[src/rtl/axi_chan_stream_pkg.sv]
// Shared types and constants for the AXI channel stream arbiter: FSM state
// encoding, fixed channel indices and default widths.
package axi_chan_stream_pkg;

  localparam int DEFAULT_N_CH   = 5;
  localparam int DEFAULT_DATA_W = 64;
  localparam int DEFAULT_ID_W   = 3;

  // Channel indices double as the channel ID carried in m_tuser.
  localparam int CH_AR = 0;
  localparam int CH_AW = 1;
  localparam int CH_R  = 2;
  localparam int CH_W  = 3;
  localparam int CH_B  = 4;

  typedef enum logic [1:0] {
    ST_IDLE  = 2'd0,
    ST_XFER  = 2'd1,
    ST_ABORT = 2'd2
  } arb_state_t;

endpackage

[src/rtl/axi_chan_stream_arb_rr.sv]
// Combinational rotate-priority select: picks the first requester strictly
// after last_grant, wrapping modulo N_CH.
module rr_arbiter
  import axi_chan_stream_pkg::*;
#(
  parameter int N_CH = DEFAULT_N_CH,
  parameter int ID_W = DEFAULT_ID_W
) (
  input  logic [N_CH-1:0] req,
  input  logic [ID_W-1:0] last_grant,
  output logic [ID_W-1:0] gnt_idx,
  output logic            gnt_valid
);

  always_comb begin
    int cand;
    // NOTE: every output gets a default before the loop so no path leaves it
    // unassigned; otherwise synthesis would infer a latch.
    gnt_idx   = '0;
    gnt_valid = 1'b0;
    cand      = 0;
    // Offset 1..N_CH visits last_grant itself last, so it has lowest priority.
    for (int k = 1; k <= N_CH; k++) begin
      cand = (int'(last_grant) + k) % N_CH;
      if (!gnt_valid && req[cand]) begin
        gnt_valid = 1'b1;
        gnt_idx   = cand[ID_W-1:0];
      end
    end
  end

endmodule

[src/rtl/axi_chan_stream_arb.sv]
// Packet-locked round-robin merge of the per-channel capture streams into one
// AXI4-Stream, tagging each beat with {abort, channel_id}.
module axi_chan_stream_arb
  import axi_chan_stream_pkg::*;
#(
  parameter int N_CH   = DEFAULT_N_CH,
  parameter int DATA_W = DEFAULT_DATA_W,
  parameter int ID_W   = DEFAULT_ID_W   // 2**ID_W must cover N_CH
) (
  input  logic                   aclk,
  input  logic                   areset,
  input  logic [N_CH-1:0]        ch_en,
  input  logic [N_CH-1:0]        s_tvalid,
  output logic [N_CH-1:0]        s_tready,
  input  logic [N_CH*DATA_W-1:0] s_tdata,
  input  logic [N_CH-1:0]        s_tlast,
  output logic                   m_tvalid,
  input  logic                   m_tready,
  output logic [DATA_W-1:0]      m_tdata,
  output logic                   m_tlast,
  output logic [ID_W:0]          m_tuser,
  output logic                   busy
);

  localparam logic [ID_W-1:0] FIRST_CH = ID_W'(CH_AR);
  localparam logic [ID_W-1:0] LAST_CH  = ID_W'(N_CH - 1);

  arb_state_t        state;
  arb_state_t        state_nxt;
  logic [ID_W-1:0]   grant;
  logic [ID_W-1:0]   last_grant;
  logic [N_CH-1:0]   req;
  logic [ID_W-1:0]   arb_idx;
  logic              arb_valid;
  logic              out_free;
  logic              grant_en;
  logic              grant_valid;
  logic              grant_last;
  logic [DATA_W-1:0] grant_data;
  logic              load_beat;
  logic              load_abort;

  assign req         = s_tvalid & ch_en;
  assign out_free    = !m_tvalid || m_tready;
  assign grant_en    = ch_en[grant];
  assign grant_valid = s_tvalid[grant];
  assign grant_last  = s_tlast[grant];
  assign grant_data  = s_tdata[int'(grant)*DATA_W +: DATA_W];

  rr_arbiter #(
    .N_CH (N_CH),
    .ID_W (ID_W)
  ) u_rr (
    .req        (req),
    .last_grant (last_grant),
    .gnt_idx    (arb_idx),
    .gnt_valid  (arb_valid)
  );

  // NOTE: sequential state uses non-blocking assignments so every flop
  // samples pre-edge values regardless of statement order.
  always_ff @(posedge aclk or posedge areset) begin
    if (areset) state <= ST_IDLE;
    else        state <= state_nxt;
  end

  always_comb begin
    state_nxt = state;
    unique case (state)
      ST_IDLE:  if (arb_valid) state_nxt = ST_XFER;
      // A tlast handshake wins over a disable seen in the same cycle.
      ST_XFER: begin
        if (load_beat && grant_last) state_nxt = ST_IDLE;
        else if (!grant_en)          state_nxt = ST_ABORT;
      end
      ST_ABORT: if (out_free) state_nxt = ST_IDLE;
      default:  state_nxt = ST_IDLE;
    endcase
  end

  always_comb begin
    s_tready   = '0;
    load_beat  = 1'b0;
    load_abort = 1'b0;
    unique case (state)
      ST_XFER: begin
        s_tready[grant] = grant_en && out_free;
        load_beat       = grant_en && out_free && grant_valid;
      end
      ST_ABORT: load_abort = out_free;
      default: ;
    endcase
  end

  // Grant is latched in IDLE and held for the whole packet.
  always_ff @(posedge aclk or posedge areset) begin
    if (areset) begin
      grant      <= FIRST_CH;
      last_grant <= LAST_CH;
    end else begin
      if (state == ST_IDLE && arb_valid)           grant      <= arb_idx;
      if ((load_beat && grant_last) || load_abort) last_grant <= grant;
    end
  end

  // Single output register: the only path from s_* to m_* goes through it.
  always_ff @(posedge aclk or posedge areset) begin
    if (areset) begin
      m_tvalid <= 1'b0;
      m_tdata  <= '0;
      m_tlast  <= 1'b0;
      m_tuser  <= '0;
    end else if (load_beat) begin
      m_tvalid <= 1'b1;
      m_tdata  <= grant_data;
      m_tlast  <= grant_last;
      m_tuser  <= {1'b0, grant};
    end else if (load_abort) begin
      m_tvalid <= 1'b1;
      m_tdata  <= '0;
      m_tlast  <= 1'b1;
      m_tuser  <= {1'b1, grant};
    end else if (m_tready) begin
      m_tvalid <= 1'b0;
    end
  end

  assign busy = (state != ST_IDLE) || m_tvalid;

endmodule

[config.mk]
export PLATFORM = sky130hd
export DESIGN_NAME = axi_chan_stream_arb
export DESIGN_NICKNAME = d
export VERILOG_FILES = /design/src/rtl/axi_chan_stream_pkg.sv /design/src/rtl/axi_chan_stream_arb_rr.sv /design/src/rtl/axi_chan_stream_arb.sv
export SDC_FILE = /design/constraint.sdc
export NUM_CORES = 1
export LEC_CHECK = 0
export ABC_AREA = 1
export CORE_AREA = 2 2 160 162
export DETAILED_ROUTE_END_ITERATION = 6
export DIE_AREA = 0 0 162 164
export PLACE_DENSITY_LB_ADDON = 0.1
export SLEW_MARGIN = 10
export SYNTH_ARGS = -nofsm -noshare
export SYNTH_HDL_FRONTEND = slang
export SYNTH_HIERARCHICAL = 1
export SYNTH_SLANG_ARGS = --single-unit
[constraint.sdc]
create_clock -name aclk -period 7.2 [get_ports aclk]
set_clock_uncertainty 0.1 [all_clocks]
set_input_delay 1.08 -clock aclk [delete_from_list [all_inputs] [get_ports aclk]]
set_output_delay 1.08 -clock aclk [all_outputs]
set_load 0.005 [all_outputs]
==> results of run 1 <==
==> Yosys cell counts (2+ instances only) <==
| master | instances |
|---|---|
| sky130_fd_sc_hd__nand2_1 | 490 |
| sky130_fd_sc_hd__nand3_1 | 129 |
| sky130_fd_sc_hd__o21ai_0 | 85 |
| sky130_fd_sc_hd__dfrtp_1 | 77 |
| sky130_fd_sc_hd__nor2_1 | 59 |
| sky130_fd_sc_hd__inv_1 | 58 |
| sky130_fd_sc_hd__a21oi_1 | 46 |
| sky130_fd_sc_hd__a211oi_1 | 38 |
| sky130_fd_sc_hd__clkbuf_1 | 35 |
| sky130_fd_sc_hd__ha_1 | 24 |
| sky130_fd_sc_hd__nand2_2 | 22 |
| sky130_fd_sc_hd__buf_2 | 18 |
| sky130_fd_sc_hd__nand2_4 | 17 |
| sky130_fd_sc_hd__inv_2 | 14 |
| sky130_fd_sc_hd__buf_1 | 12 |
| sky130_fd_sc_hd__nand3_2 | 7 |
| sky130_fd_sc_hd__nand4_1 | 7 |
| sky130_fd_sc_hd__nand3b_1 | 6 |
| sky130_fd_sc_hd__o211ai_1 | 6 |
| sky130_fd_sc_hd__or2_2 | 6 |
| sky130_fd_sc_hd__o21ai_1 | 5 |
| sky130_fd_sc_hd__o21ai_2 | 4 |
| sky130_fd_sc_hd__xor2_1 | 4 |
| sky130_fd_sc_hd__buf_6 | 3 |
| sky130_fd_sc_hd__nor2_2 | 3 |
| sky130_fd_sc_hd__buf_4 | 2 |
| sky130_fd_sc_hd__nor2_4 | 2 |
| sky130_fd_sc_hd__nor2_8 | 2 |
| sky130_fd_sc_hd__nor3_1 | 2 |
| sky130_fd_sc_hd__nor4_1 | 2 |
| sky130_fd_sc_hd__xnor2_1 | 2 |
==> final timing paths <==
| check | from | end | slack (ps) | cells after the start |
|---|---|---|---|---|
| max | grant[2]$_DFFE_PP0P_ | s_tready[3] | 2410 | 6 |
| min reg2reg | m_tdata[62]$_DFFE_PP0P_ | m_tdata[62]$_DFFE_PP0P_ | 370 | 2 |
| min | m_tdata[62]$_DFFE_PP0P_ | m_tdata[62]$_DFFE_PP0P_ | 370 | 2 |
| min in group asynchronous | areset | m_tdata[3]$_DFFE_PP0P_ | 900 | 2 |
| max reg2reg | last_grant[1]$_DFFE_PP0P_ | grant[2]$_DFFE_PP0P_ | 3120 | 21 |
| max in group asynchronous | areset | grant[2]$_DFFE_PP0P_ | 4940 | 3 |
==> layer usage <==
metal	vias up	part of all wire [%]
li1	4609	-
met1	4194	42
met2	279	51
met3	22	5.7
met4	0	0.91
met5	-	0
==> power by group <==
group / switching, uW / total (uW) / internal [uW]
Combinational: 2360 / 3760 / 1400
Sequential: 139 / 726 / 586
Clock: 194 / 545 / 351
Total: 2690 / 5030 / 2340
==> cell families (layout without fill, tap and decap cells) <==
logic type / count (synthesis) / after routing / synth area share (%)
AND/OR/NAND/NOR: 757 / 757 / 46.1
XOR/XNOR: 6 / 6 / 0.713
buffers and inverters: 146 / 517 / 8.27
flip-flops: 78 / 78 / 26.5
AO/OA/AOI/OAI: 186 / 186 / 14.4
other: 0 / 3 / 0
adder cells (fa/ha/maj): 24 / 24 / 4.07
==> cells in the final DEF, fill, tap and decap left out, drive strengths merged <==
cell and count:
or2 6, nand2 529, a211oi 38, nor4 2, a21oi 46, dfstp 1
nand3b 7, inv 75, bufinv 3, dfrtp 77, o21a 1, clkinvlp 1
buf 12, clkinv 3, clkdlybuf4s50 413, nor2 66, nand4 8, o211ai 6
clkbuf 10, ha 24, xor2 4, nor3 2, nand3 137, xnor2 2
o21ai 94, diode 3, o21bai 1
==> per-stage QoR <==
step / hold WS, ps / setup slack, ps / util [%] / std cells
finish: 368 / 2410 / 48.6 / 1901
global route: 381 / 2200 / 48.6 / 1900
CTS: 374 / 2320 / 48.6 / 1898
detailed placement: 357 / 2700 / 47.1 / 1882
global placement: 354 / 2800 / 47.1 / 1882
floorplan: 365 / 3500 / - / 1197
==> sequential cells by signal (all words and copies together) (netlist names) <==
register / count
m_tdata: 64
m_tuser: 4
grant: 3
last_grant: 3
state: 2
m_tlast: 1
m_tvalid: 1
==> worst max-delay path: cells and delay by family (launching register included) <==
kind,cells,cell delay (ps)
buffers and inverters,4,1980
AND/OR/NAND/NOR,2,630
flip-flops,1,600
==> cell type report <==
| cell class | count | area (um^2) |
|---|---|---|
| fillers | 2572 | 12800 |
| multi-input cells | 973 | 4810 |
| repair buffers | 425 | 4220 |
| flip-flops and latches | 78 | 1960 |
| well taps | 330 | 413 |
| inverters | 76 | 295 |
| clock buffers | 10 | 239 |
| clock inverters | 6 | 115 |
| diodes | 3 | 7.51 |
==> impl_metrics.env, run 1 <==
export IMPL_floorplan_initialDensity_pct=29.7
export IMPL_synth_top_cells_by_area="sky130_fd_sc_hd__dfrtp_1, sky130_fd_sc_hd__nand2_1, sky130_fd_sc_hd__nand3_1, sky130_fd_sc_hd__o21ai_0, sky130_fd_sc_hd__ha_1"
export IMPL_die_width_um=162
export IMPL_slew_limit_headroom_pct=44.2
export IMPL_grtUsageTotal_pct=25.0
export IMPL_place_area_um2=11700
export IMPL_ios=414
export IMPL_slew_at_the_pin_closest_to_its_max_slew_limit_ps=837
export IMPL_slew_viol_final=0
export IMPL_routed_via_density=4.79
export IMPL_timing_critical_path_to_type="output pin"
export IMPL_synth_edff_count=0
export IMPL_detail_route_wl_per_cell_um=18.1
export IMPL_clkLatencyLatePin_ps=340
export IMPL_number_of_antenna_violations_at_the_first_check_in_global_routing=3
export IMPL_grt_use_met3_pct=5.03
export IMPL_clock_period_minus_worst_slack_ps=4790
export IMPL_timing_critical_path_arrival_ps=3610
export IMPL_critPathLaunchType="register"
export IMPL_total_power_uw=5030
export IMPL_post_synth_inst_count=1197
export IMPL_cts_root_to_sink_buffers=2
export IMPL_finalCritPeriodShare_pct=66.6
export IMPL_synth_top_cell_by_area="sky130_fd_sc_hd__dfrtp_1"
export IMPL_critical_path_slowest_cell="sky130_fd_sc_hd__dfrtp_2"
export IMPL_hpwl_um=26800
export IMPL_syn_area_per_cell_um2=6.16
export IMPL_firstDrtPassIters=5
export IMPL_proportion_of_layout_cells_with_a_drive_suffix_above_1_pct=7.33
export IMPL_synth_distinct_cells=41
export IMPL_cts_htree_levels=3
export IMPL_post_cts_resized_instances=0
export IMPL_gp_routability_congestion=0.868
export IMPL_cts_tree="done"
export IMPL_yosys_register_bits=78
export IMPL_power_per_cell_area_nw_per_um2=417
export IMPL_syn_to_final_growth_pct=63.7
export IMPL_highest_achievable_clock_rate_mhz=209
export IMPL_busiest_layer_in_global_routing="met2"
export IMPL_critical_path_required_ps=6020
export IMPL_p_leak_uw=0.00549
export IMPL_die_area_um2=26600
export IMPL_async_reset_ff_share_pct=100
export IMPL_rsz0062_at_grt="false"
export IMPL_final_cell_area_um2=12100
export IMPL_synth_flop_cell="sky130_fd_sc_hd__dfrtp_1"
export IMPL_final_stage_net_count=1925
export IMPL_timing_max_cap_violations=0
export IMPL_min_path_type="reg -> reg"
export IMPL_die_height_um=164
export IMPL_area_of_the_core_region_um2=24800
export IMPL_setup_viol=0
export IMPL_numClockSinks=78
export IMPL_via_count=9104
export IMPL_crit_fanout=51
export IMPL_grt_start_max_net_pins=69
export IMPL_row_count=58
export IMPL_critPathKind="reg -> out"
export IMPL_number_of_buffers_inserted_by_port_buffering=413
export IMPL_grt_overflow=0
export IMPL_numCtsBuffers=9
export IMPL_drc_violations_left=0
export IMPL_run_status="complete, no violations"
export IMPL_critPathMaxStageDelay_ps=600
export IMPL_maximum_ir_drop_on_the_vdd_rail_uv=217
export IMPL_critical_path_cell_chain="buf_4 > nor2_4 > buf_4 > inv_1 > nor4_1 > clkdlybuf4s50_1"
export IMPL_netlist_area_leader_share_pct=26.1
export IMPL_grt_pass1_vias=8637
export IMPL_final_antenna_net_count=0
export IMPL_cts_hold_buffers=0
export IMPL_detail_route_wirelength_um=34400
export IMPL_gr_usage_met1_pct=31.7
export IMPL_critical_path_top_cell_by_count="sky130_fd_sc_hd__buf_4"
export IMPL_ys_seq_area_share_pct=26.5
export IMPL_yosys_warnings=6
export IMPL_cts_post_setup_buffers_inserted=0
export IMPL_clk_root_buffer_cell="sky130_fd_sc_hd__clkbuf_16"
export IMPL_met2_use_gr_pct=44.9
export IMPL_finalHoldViolCount=0
export IMPL_detail_route_iter0_violations=491
export IMPL_netlist_area_um2=7370
export IMPL_clk_pin_slew_ps=60
export IMPL_setup_tns_ps=0
export IMPL_grt_first_pass_wirelength_um=51000
export IMPL_number_of_nets_in_the_synthesized_netlist=1559
No activity file was read; power rests on OpenSTA's default activity.
==> run 2: changes to the inputs <==
Settings changed: CORE_AREA 2 2 160 162 to 2 2 161 163, DIE_AREA 0 0 162 164 to 0 0 163 165.
Clock period 7.2 ns to 4.63 ns, I/O delays scaled along.
==> run 2 against run 1 <==
  * First-iteration DRC count grew 29%
  * Global-route usage up 0.27 points
  * Sequential share of layout area fell by 0.050 points
  * Routed wire length is 2.7% higher
  * Sequential cell count stayed put
  * Design area up 0.31%
  * Power rose by 57%
  * Clock-buffer cell count is 1 higher
  * Register-to-register slack worse by 2500 ps
  * Largest power group unchanged
==> impl_metrics.env, run 2 (synthesis gave the netlist of run 1 again) <==
export IMPL_number_of_flip_flops_in_the_largest_register=64
export IMPL_routed_via_density=4.85
export IMPL_cts_post_setup_buffers_inserted=0
export IMPL_row_count=58
export IMPL_highest_achievable_clock_rate_mhz=248
export IMPL_critical_path_required_ps=4750
export IMPL_rsz0062_at_grt="false"
export IMPL_run_status="complete, no violations"
export IMPL_timing_max_cap_violations=0
export IMPL_clk_pin_slew_ps=60
export IMPL_registers_top_by_ff_count="m_tdata"
export IMPL_layout_cells_most_common="sky130_fd_sc_hd__nand2_1"
export IMPL_clk_root_buffer_cell="sky130_fd_sc_hd__clkbuf_16"
export IMPL_drc_violations_left=0
export IMPL_detail_route_wirelength_um=35300
export IMPL_detail_route_wl_per_cell_um=18.6
export IMPL_post_cts_resized_instances=0
export IMPL_setup_tns_ps=0
export IMPL_cts_root_to_sink_buffers=2
export IMPL_die_height_um=165
export IMPL_maximum_ir_drop_on_the_vdd_rail_uv=519
export IMPL_clkLatencyLatePin_ps=330
export IMPL_grt_pass1_vias=8833
export IMPL_setup_viol=0
export IMPL_final_stage_net_count=1931
export IMPL_timing_critical_path_to_type="register"
export IMPL_area_of_the_core_region_um2=25000
export IMPL_detail_route_iter0_violations=635
export IMPL_grt_first_pass_wirelength_um=51600
export IMPL_cts_hold_buffers=0
export IMPL_floorplan_initialDensity_pct=29.4
export IMPL_die_area_um2=26900
export IMPL_ios=414
export IMPL_slew_viol_final=0
export IMPL_final_antenna_net_count=0
export IMPL_utilization_pct=48.3
export IMPL_finalCritPeriodShare_pct=87.2
export IMPL_timing_critical_path_arrival_ps=4160
export IMPL_crit_fanout=9
export IMPL_grtUsageTotal_pct=25.3
export IMPL_proportion_of_layout_cells_with_a_drive_suffix_above_1_pct=7.56
export IMPL_numCtsBuffers=9
export IMPL_cts_htree_levels=3
export IMPL_number_of_buffers_inserted_by_port_buffering=413
export IMPL_slew_at_the_pin_closest_to_its_max_slew_limit_ps=758
export IMPL_finalHoldViolCount=0
export IMPL_die_width_um=163
export IMPL_p_leak_uw=0.00551
export IMPL_number_of_antenna_violations_at_the_first_check_in_global_routing=0
export IMPL_clock_period_minus_worst_slack_ps=4040
export IMPL_grt_start_max_net_pins=63
export IMPL_layout_top_registers="m_tdata: 64 flops, m_tuser: 4 flops"
export IMPL_hpwl_um=28000
export IMPL_critPathLaunchType="register"
export IMPL_firstDrtPassIters=7
export IMPL_via_count=9236
export IMPL_power_per_cell_area_nw_per_um2=654
export IMPL_gp_routability_congestion=0.866
export IMPL_final_cell_mix="sky130_fd_sc_hd__nand2_1, sky130_fd_sc_hd__clkdlybuf4s50_1, sky130_fd_sc_hd__nand3_1, sky130_fd_sc_hd__o21ai_0, sky130_fd_sc_hd__dfrtp_1"
export IMPL_grt_overflow=0
export IMPL_critPathKind="reg -> reg"
export IMPL_cts_tree="done"
export IMPL_syn_to_final_growth_pct=64.2
export IMPL_numClockSinks=78
export IMPL_slew_limit_headroom_pct=49.4
export IMPL_min_path_type="reg -> reg"
## run 2: changes by cell type in the layout (fill, tap and decap cells not counted), sizes merged
cell / delta
diode: -2
inv: -1
clkbuf: +1
buf: +6
## run 2: worst paths after layout
kind                                                start                       to  slack [ps]  cells past startpoint
worst max-delay path            last_grant[1]$_DFFE_PP0P_     state[1]$_DFFE_PP0P_         590                     24
worst min-delay path               m_tuser[2]$_DFFE_PP0P_   m_tuser[2]$_DFFE_PP0P_         370                      2
worst max register to register  last_grant[1]$_DFFE_PP0P_     state[1]$_DFFE_PP0P_         590                     24
worst min register to register     m_tuser[2]$_DFFE_PP0P_   m_tuser[2]$_DFFE_PP0P_         370                      2
max in group asynchronous                          areset  m_tdata[25]$_DFFE_PP0P_        2760                      3
min in group asynchronous                          areset   m_tdata[4]$_DFFE_PP0P_         660                      2
## run 2: metrics by stage
stage | hold slack [ps] | power (uW) | std cells | setup WS [ps] | instance area, um^2
floorplan | 365 | 5190 | 1197 | 925 | 7370
global placement | 353 | 6990 | 1888 | 728 | 11800
detailed placement | 358 | 7120 | 1888 | 604 | 11800
CTS | 373 | 7980 | 1904 | 581 | 12100
global route | 389 | 8690 | 1904 | 127 | 12100
finish | 368 | 7910 | 1905 | 590 | 12100
## run 2: final cells by class
type,count,area [um^2]
well taps,330,413
multi-input cells,973,4810
clock inverters,5,106
repair buffers,431,4280
inverters,76,295
diodes,1,2.50
fillers,2649,12900
flip-flops and latches,78,1960
clock buffers,11,233
## run 2: where the power goes
group          internal, uW  total [uW]  switching, uW
logic                  2220        5950           3730
registers               911        1140            224
clock network           530         827            297
## run 2: per-layer routing
metal / GRT usage, % / vias to the layer above / part of all wire [%]
met3: 4.95 / 26 / 5.2
met1: 31.3 / 4281 / 42
met2: 45.7 / 310 / 52
met4: 5.07 / 0 / 1.5
li1: - / 4619 / -
met5: 0 / - / 0
## run 2: worst max-delay path, stage by stage (launching register included)
cell and delay, ps:
sky130_fd_sc_hd__dfrtp_1 530, sky130_fd_sc_hd__inv_1 220, sky130_fd_sc_hd__ha_1 620, sky130_fd_sc_hd__nand4_4 160
sky130_fd_sc_hd__nand3_1 150, sky130_fd_sc_hd__o21a_1 220, sky130_fd_sc_hd__ha_1 200, sky130_fd_sc_hd__inv_1 60
sky130_fd_sc_hd__or2_2 280, sky130_fd_sc_hd__nand3_2 130, sky130_fd_sc_hd__nand3_1 150, sky130_fd_sc_hd__nand2_2 130
sky130_fd_sc_hd__nand2_1 60, sky130_fd_sc_hd__nand3_1 60, sky130_fd_sc_hd__nand2_1 60, sky130_fd_sc_hd__nand2_2 70
sky130_fd_sc_hd__nand2_4 80, sky130_fd_sc_hd__nor2_8 130, sky130_fd_sc_hd__nand4_1 120, sky130_fd_sc_hd__inv_1 80
sky130_fd_sc_hd__nand2_1 50, sky130_fd_sc_hd__nand2_1 90, sky130_fd_sc_hd__nor2_1 50, sky130_fd_sc_hd__nor2_1 90
sky130_fd_sc_hd__a21oi_1 40
